--- config.mk ---
export PLATFORM = sky130hd
export DESIGN_NAME = pipeline_sequencer
export DESIGN_NICKNAME = d
export VERILOG_FILES = /design/src/rtl/pipeline_sequencer.sv
export SDC_FILE = /design/constraint.sdc
export NUM_CORES = 1
export LEC_CHECK = 0
export CORE_ASPECT_RATIO = 1.1
export CORE_MARGIN = 3
export CORE_UTILIZATION = 28
export DETAILED_ROUTE_END_ITERATION = 16
export GPL_ROUTABILITY_DRIVEN = 1
export PLACE_DENSITY = 0.67
export RECOVER_POWER = 25
export REMOVE_ABC_BUFFERS = 1
export SYNTH_ARGS = -nofsm -noshare
export SYNTH_HDL_FRONTEND = slang
export SYNTH_SLANG_ARGS = --single-unit
--- constraint.sdc ---
create_clock -name clk -period 1.8 [get_ports clk]
set_clock_uncertainty 0.1 [all_clocks]
set_input_delay 0.36 -clock clk [delete_from_list [all_inputs] [get_ports clk]]
set_output_delay 0.36 -clock clk [all_outputs]
set_load 0.03 [all_outputs]
--- src/rtl/pipeline_sequencer.sv ---
// pipeline_sequencer: run/drain/halt control for a 5-stage pipeline, plus
// load-use stall and branch/jump flush generation while running.
// Optional performance counters: define PIPELINE_SEQUENCER_PERF_CNT_EN.
module pipeline_sequencer #(
  parameter int unsigned DRAIN_CYCLES = 4
) (
  input  logic        clk,
  input  logic        arst_n,
  input  logic        enable,
  input  logic        halt_req,
  input  logic        mem_read_EX,
  input  logic [4:0]  regfile_waddr_EX,
  input  logic [4:0]  rs_ID,
  input  logic [4:0]  rt_ID,
  input  logic        uses_rt_ID,
  input  logic        branch_taken_MEM,
  input  logic        jump_MEM,
  output logic [4:0]  pipeline_en,
  output logic        stalling,
  output logic        flush,
  output logic        busy
`ifdef PIPELINE_SEQUENCER_PERF_CNT_EN
  ,
  output logic [31:0] cycle_cnt,
  output logic [15:0] stall_cnt
`endif
);

  typedef enum logic [1:0] {IDLE, RUN, DRAIN, HALTED} state_e;

  state_e     state_q, state_d;
  logic [3:0] cnt_q, cnt_d;
  // Set in the cycle after a stall so a held load-use match only costs one bubble.
  logic       stall_q, stall_d;

  logic in_run, in_drain, hazard, stop, ctl;

  // Outputs: input-dependent only in RUN; forced low while reset is asserted.
  always_comb begin
    in_run   = arst_n && (state_q == RUN);
    in_drain = arst_n && (state_q == DRAIN);
    hazard   = mem_read_EX && (regfile_waddr_EX != 5'd0) &&
               ((regfile_waddr_EX == rs_ID) ||
                (uses_rt_ID && (regfile_waddr_EX == rt_ID)));
    stop     = halt_req || !enable;
    ctl      = branch_taken_MEM || jump_MEM;
    // A flush squashes the dependent instruction, and a stop request ends RUN,
    // so either one overrides the stall.
    stalling = in_run && hazard && !stall_q && !ctl && !stop;
    flush    = in_run && ctl;
    busy     = in_run || in_drain;
    if (in_run)        pipeline_en = stalling ? 5'b11100 : 5'b11111;
    else if (in_drain) pipeline_en = 5'b11110;
    else               pipeline_en = 5'b00000;
  end

  // Next-state logic for the sequencer FSM and drain counter.
  always_comb begin
    state_d = state_q;
    cnt_d   = cnt_q;
    stall_d = stalling;
    case (state_q)
      IDLE:   if (enable) state_d = RUN;
      RUN:    if (stop) begin
                state_d = DRAIN;
                cnt_d   = 4'(DRAIN_CYCLES - 1);
              end
      DRAIN:  if (cnt_q == 4'd0) state_d = HALTED;
              else               cnt_d   = cnt_q - 4'd1;
      HALTED: if (!enable) state_d = IDLE;
      default: state_d = IDLE;
    endcase
  end

  // State registers with synchronous active-low reset.
  always_ff @(posedge clk) begin
    if (!arst_n) begin
      state_q <= IDLE;
      cnt_q   <= 4'd0;
      stall_q <= 1'b0;
    end else begin
      state_q <= state_d;
      cnt_q   <= cnt_d;
      stall_q <= stall_d;
    end
  end

`ifdef PIPELINE_SEQUENCER_PERF_CNT_EN
  logic [31:0] cycle_cnt_q;
  logic [15:0] stall_cnt_q;

  // Saturating counts of RUN cycles and stall cycles.
  always_ff @(posedge clk) begin
    if (!arst_n) begin
      cycle_cnt_q <= 32'd0;
      stall_cnt_q <= 16'd0;
    end else begin
      if (in_run && !(&cycle_cnt_q))   cycle_cnt_q <= cycle_cnt_q + 32'd1;
      if (stalling && !(&stall_cnt_q)) stall_cnt_q <= stall_cnt_q + 16'd1;
    end
  end

  assign cycle_cnt = cycle_cnt_q;
  assign stall_cnt = stall_cnt_q;
`endif

endmodule

======== After elaboration in Yosys (flattened, before gate mapping) ========
Cells that the tools add are included.
storage, ports and cells
  register bits after elaboration ......... 7
  input bits .............................. 23
  output and inout bits ................... 8
  word-level logic and storage cells ...... 49
cells by class
  add/subtract/negate cells ............... 1
  eq/ne operators ......................... 10
  muxes and demuxes ....................... 11
  reduce and logical (&&, ||, !) cells .... 24
operators by type and width
  cell                                                 number
  equality test 5 bit                                  2
  logical AND 1 bit                                    10
  two-way mux 2 bit                                    5
  two-way mux 5 bit                                    2
  two-way mux 4 bit                                    2
  != test 2 bit, second input constant                 4
  case mux 2 bit (4 select lines)                      1
  case mux 4 bit (2 select lines)                      1
  nonzero test 5 bit                                   1
  equality test 2 bit, second input constant           2
  logical NOT 1 bit                                    4
  logical NOT 4 bit                                    1
  logical OR 1 bit                                     4
  AND reduction 4 bit                                  1
  subtractor 4 x 1 -> 4 bit, second input constant     1
  AND reduction 3 bit                                  1
  equality test 2 x 1 -> 1 bit, second input constant  1
  logical NOT 2 bit                                    1
  != test 2 x 1 -> 1 bit, second input constant        1
  nonzero test 2 bit                                   1

======== Logic depth before layout (Yosys ltp) ========
  word-level depth ........................ 10
  depth in mapped cells ................... 6
  mapped depth without buffers ............ 6

======== Worst setup path after synthesis ========
OpenSTA, ideal clock, no wires.
  path kind ............................... register -> output
  start ................................... register state_q[0]
  end ..................................... output port pipeline_en[1]
  arrival ................................. 2.216 ns
  required time ........................... 1.340 ns
  setup slack ............................. -0.876 ns
  stages on the path, launching flop included .. 6
  path buffers ............................ 0
  path through ............................ dfxtp_1 > inv_1 > ha_1 > nor2_2 > nor2b_1 > a21boi_0
on the way
  cells in the longest elaborated chain, start to end .. 8
  elaborated cells between the ends (all ways) .. 11
  those cells by class .................... eq/ne (2); mux (3); reduce/logical (6)
RTL lines
  what                            line  RTL
  start, declared                 31    state_e state_q, state_d;
  start signal, assigned          82    state_q <= state_d;
  equality test 2 x 1 -> 1 bit    40    in_run = arst_n && (state_q == RUN);
  logical AND 1 bit               40
  logical AND 1 bit (4 in a row)  49    stalling = in_run && hazard && !stall_q && !ctl && !stop;
  two-way mux 2 bit               52    if (in_run) pipeline_en = stalling ? 5'b11100 : 5'b11111;
  two-way mux 5 bit *             52
  end, declared                   18    output logic [4:0] pipeline_en,
Every way passes the cells marked *; elsewhere a longest branch is shown, timed or not.

======== Worst setup path in the final report ========
  start ................................... input port mem_read_EX
  end ..................................... output port stalling
on the way
  cells in the longest elaborated chain, start to end .. 6
RTL lines
  what                            line  RTL
  start, declared                 11    input logic mem_read_EX,
  logical AND 1 bit (2 in a row)  42    hazard = mem_read_EX && (regfile_waddr_EX != 5'd0) &&
  logical AND 1 bit (4 in a row)  49
  end, declared                   19    output logic stalling,
No other way between the ends.

==> qor.yml <==
status:
  status: "finished with violations"
  violations: "negative setup slack"
yosys:
  synth_compound_area_share_pct: 19.6
  synth-edff-count: 0
  synth_cell_types: 32
  synthAdderAreaFrac_pct: 11.1
  synthXorXnorAreaFrac_pct: 15.5
  async_flop_share_pct: 0
  ys_seq_area_share_pct: 20.7
  syn_area_um2: 678
  ys_seq_elements: 7
  synth_top_family_by_area: "simple AND/OR/NAND/NOR gates"
  synth_simple_gate_area_share_pct: 26.6
  postSynthAreaPerCell_um2: 8.69
  ys.warnings.count: 0
  synthMuxAreaShare_pct: 0
  synth_cells: 78
  synth_top_flop_cell: "dfxtp_1"
pwr:
  switching_share_pct: 42.7
  switchingPower_mw: 0.732
  pwr-share-comb_pct: 73.4
  p_leak_nw: 0.543
  clkPwrFrac_pct: 8.7
  irDropWorstVdd_mv: 1.08
  powerDensity_nw_per_um2: 1380
  pwr-share-seq_pct: 17.8
  internal_power_mw: 0.982
worst_setup_path:
  slowest_stage: "nor4bb_2"
  critPathRequiredTime_ns: 1.34
  critPathBufInv: 2
  start_kind: "input pin"
  end_kind: "output port"
  path_delay_family: "simple AND/OR/NAND/NOR gates"
  crit_chain: "dlygate4sd2_1 -> nor4bb_2 -> nand4_1 -> a21oi_2 -> and2_4 -> buf_6"
  cp.arrival_ns: 1.45
  path_class: "input pin to output port"
  cpPeakStageDelay_ns: 0.27
  path_max_fanout: 4
  reg2reg_slack_ns: 0.05
clock_tree:
  clock-sinks: 7
  cts_max_level: 1
  clock_path_buffers: 2
  cts_made_buffers: 3
  cts_tree: "done"
  clock-root-buffer: "clkbuf_4"
  clk_pin_slew_ns: 0.05
  clk_latency_ns: 0.26
  ctsHoldBuffers: 0
final_layout:
  final_common_cell: "buf_4"
  syn2layout_area_growth_pct: 83.4
  drive_gt1_share_pct: 45.7
  multi_input_comb_area_um2: 586
  nFillCells: 227
  final_cell_mix: "buf_4, xnor2_1, dlygate4sd2_1"
  final-seq-area_um2: 149
  layout.nets: 159
  final_core_util_pct: 54.7
  num_antenna_cells: 0
drt:
  ant_nets: 0
  wl_per_cell_um: 13.4
  vias: 750
  wirelength_um: 2130
  drtIter0Drc: 8
  firstDrtPassIters: 4
  drc_errors: 0
  avgViaCountPerCell: 4.72
sta:
  slew_violations: 0
  finalHoldViolCount: 0
  setup_viol: 4
  period_share_pct: 106
  setup_tns_ns: -0.277
  worstMarginPinSlew_ns: 0.311
  slew-limit-headroom_pct: 79.1
  min_period_ns: 1.91
  finalWorstSetupSlack_ns: -0.108
  fmax_ghz: 0.524
  grt_setup_unrepaired: "yes"
floorplanning:
  placementRows: 18
  ios: 31
  die_w_um: 52.9
  die-area_um2: 3050
  initial_core_util_pct: 29.8
  die_y_um: 57.6
  coreArea_um2: 2270
global_route:
  grt.overflow.total: 0
  grt.busiest_layer: "met2"
  grt_max_degree: 8
  grt_pass1_vias: 716
  grt_usage_pct: 12.6
  globalRouteMet1Util_pct: 12.6
  use_met2_pct: 23.6
  grt_pass1_wl_um: 2900
  antenna_found_initial: 0
  globalRouteMet3Util_pct: 4.11
place:
  dp_hpwl_um: 1420
  io_buffers: 30
  gp_congestion: 0.710
flow_run:
  max_cap_violations: 0
hold_path:
  hold_class: "flop to flop"
## Yosys cell counts (2+ instances only)
library cell / number / area (um^2)
ha_1: 6 / 75.1
dfxtp_1: 7 / 140
xnor2_1: 12 / 105
nor2b_1: 3 / 18.8
inv_1: 6 / 22.5
o211a_1: 2 / 20.0
nand2_1: 5 / 18.8
buf_4: 3 / 22.5
and2_1: 2 / 12.5
nor2_1: 6 / 22.5
o21ai_0: 3 / 15.0
nand4_1: 2 / 12.5
a21oi_1: 2 / 10.0
## worst register-to-register path, stage by stage (launching register included)
cell,delay (ns)
dfxtp_1,0.36
inv_1,0.07
ha_1,0.18
nor3b_4,0.17
buf_4,0.15
a2111oi_4,0.38
xnor2_1,0.16
nor2_1,0.06
## timing repair
action / in CTS / in global routing
setup buffers: 1 / 7
cloned: 0 / 0
endpoints found under the setup margin: 12 / 13
gates resized for setup: 57 / 29
pin swaps: 21 / 18
## layer usage
metal  vias to the layer above  share of wire (%)  routed length [um]
met4                         0               0.89                  19
li1                        371                  -                   -
met1                       345                 34                 717
met3                         4                9.7                 206
met5                         -                  0                   0
met2                        30                 56                1190
## kinds of logic (layout without fill, tap and decap cells)
group	Yosys count	in the layout
AOI/OAI and AO/OA	15	15
buffers and inverters	9	60
adders and majority gates	6	6
xor gates and xnor gates	12	12
DFF	7	7
and+or+nand+nor	29	29
## flip-flops by register name, summed over array words and instances, names as in the netlist
register,count
cnt_q,4
stall_q,1
state_q,2
## power groups by stage
stage | logic, mW | registers, mW | clock network, mW
after floorplan | 0.599 | 0.273 | 0
after global routing | 1.34 | 0.316 | 0.164
after global placement | 0.885 | 0.283 | 0
after detailed placement | 0.914 | 0.286 | 0
after CTS | 0.964 | 0.295 | 0.151
final | 1.26 | 0.306 | 0.149
## through the flow
stage	std cells	instance area, um^2	total power, mW	hold WS (ns)	worst slack (ns)
global route	159	1240	1.82	0.433	-0.168
floorplan	75	656	0.872	0.385	-1.97
CTS	152	1140	1.41	0.403	-0.133
global placement	147	1070	1.17	0.409	-0.860
detailed placement	147	1070	1.20	0.420	-0.887
finish	159	1240	1.71	0.420	-0.108
## final timing paths
| kind | from | to | depth (start not counted) |
|---|---|---|---|
| max reg2reg | cnt_q[1]$_SDFFE_PN0P_ | cnt_q[3]$_SDFFE_PN0P_ | 7 |
| min | cnt_q[0]$_SDFFE_PN0P_ | cnt_q[0]$_SDFFE_PN0P_ | 1 |
| min reg2reg | cnt_q[0]$_SDFFE_PN0P_ | cnt_q[0]$_SDFFE_PN0P_ | 1 |
| max | mem_read_EX | stalling | 6 |
## final cells by class
class                           instances  area share [%]
Clock buffer                            4            2.11
Sequential cell                         7            12.0
Inverter                                6            2.01
Tap cell                               30            3.02
Timing Repair Buffer                   50            33.8
Multi-Input combinational cell         62            47.1
(Power assumes the default switching activity.)
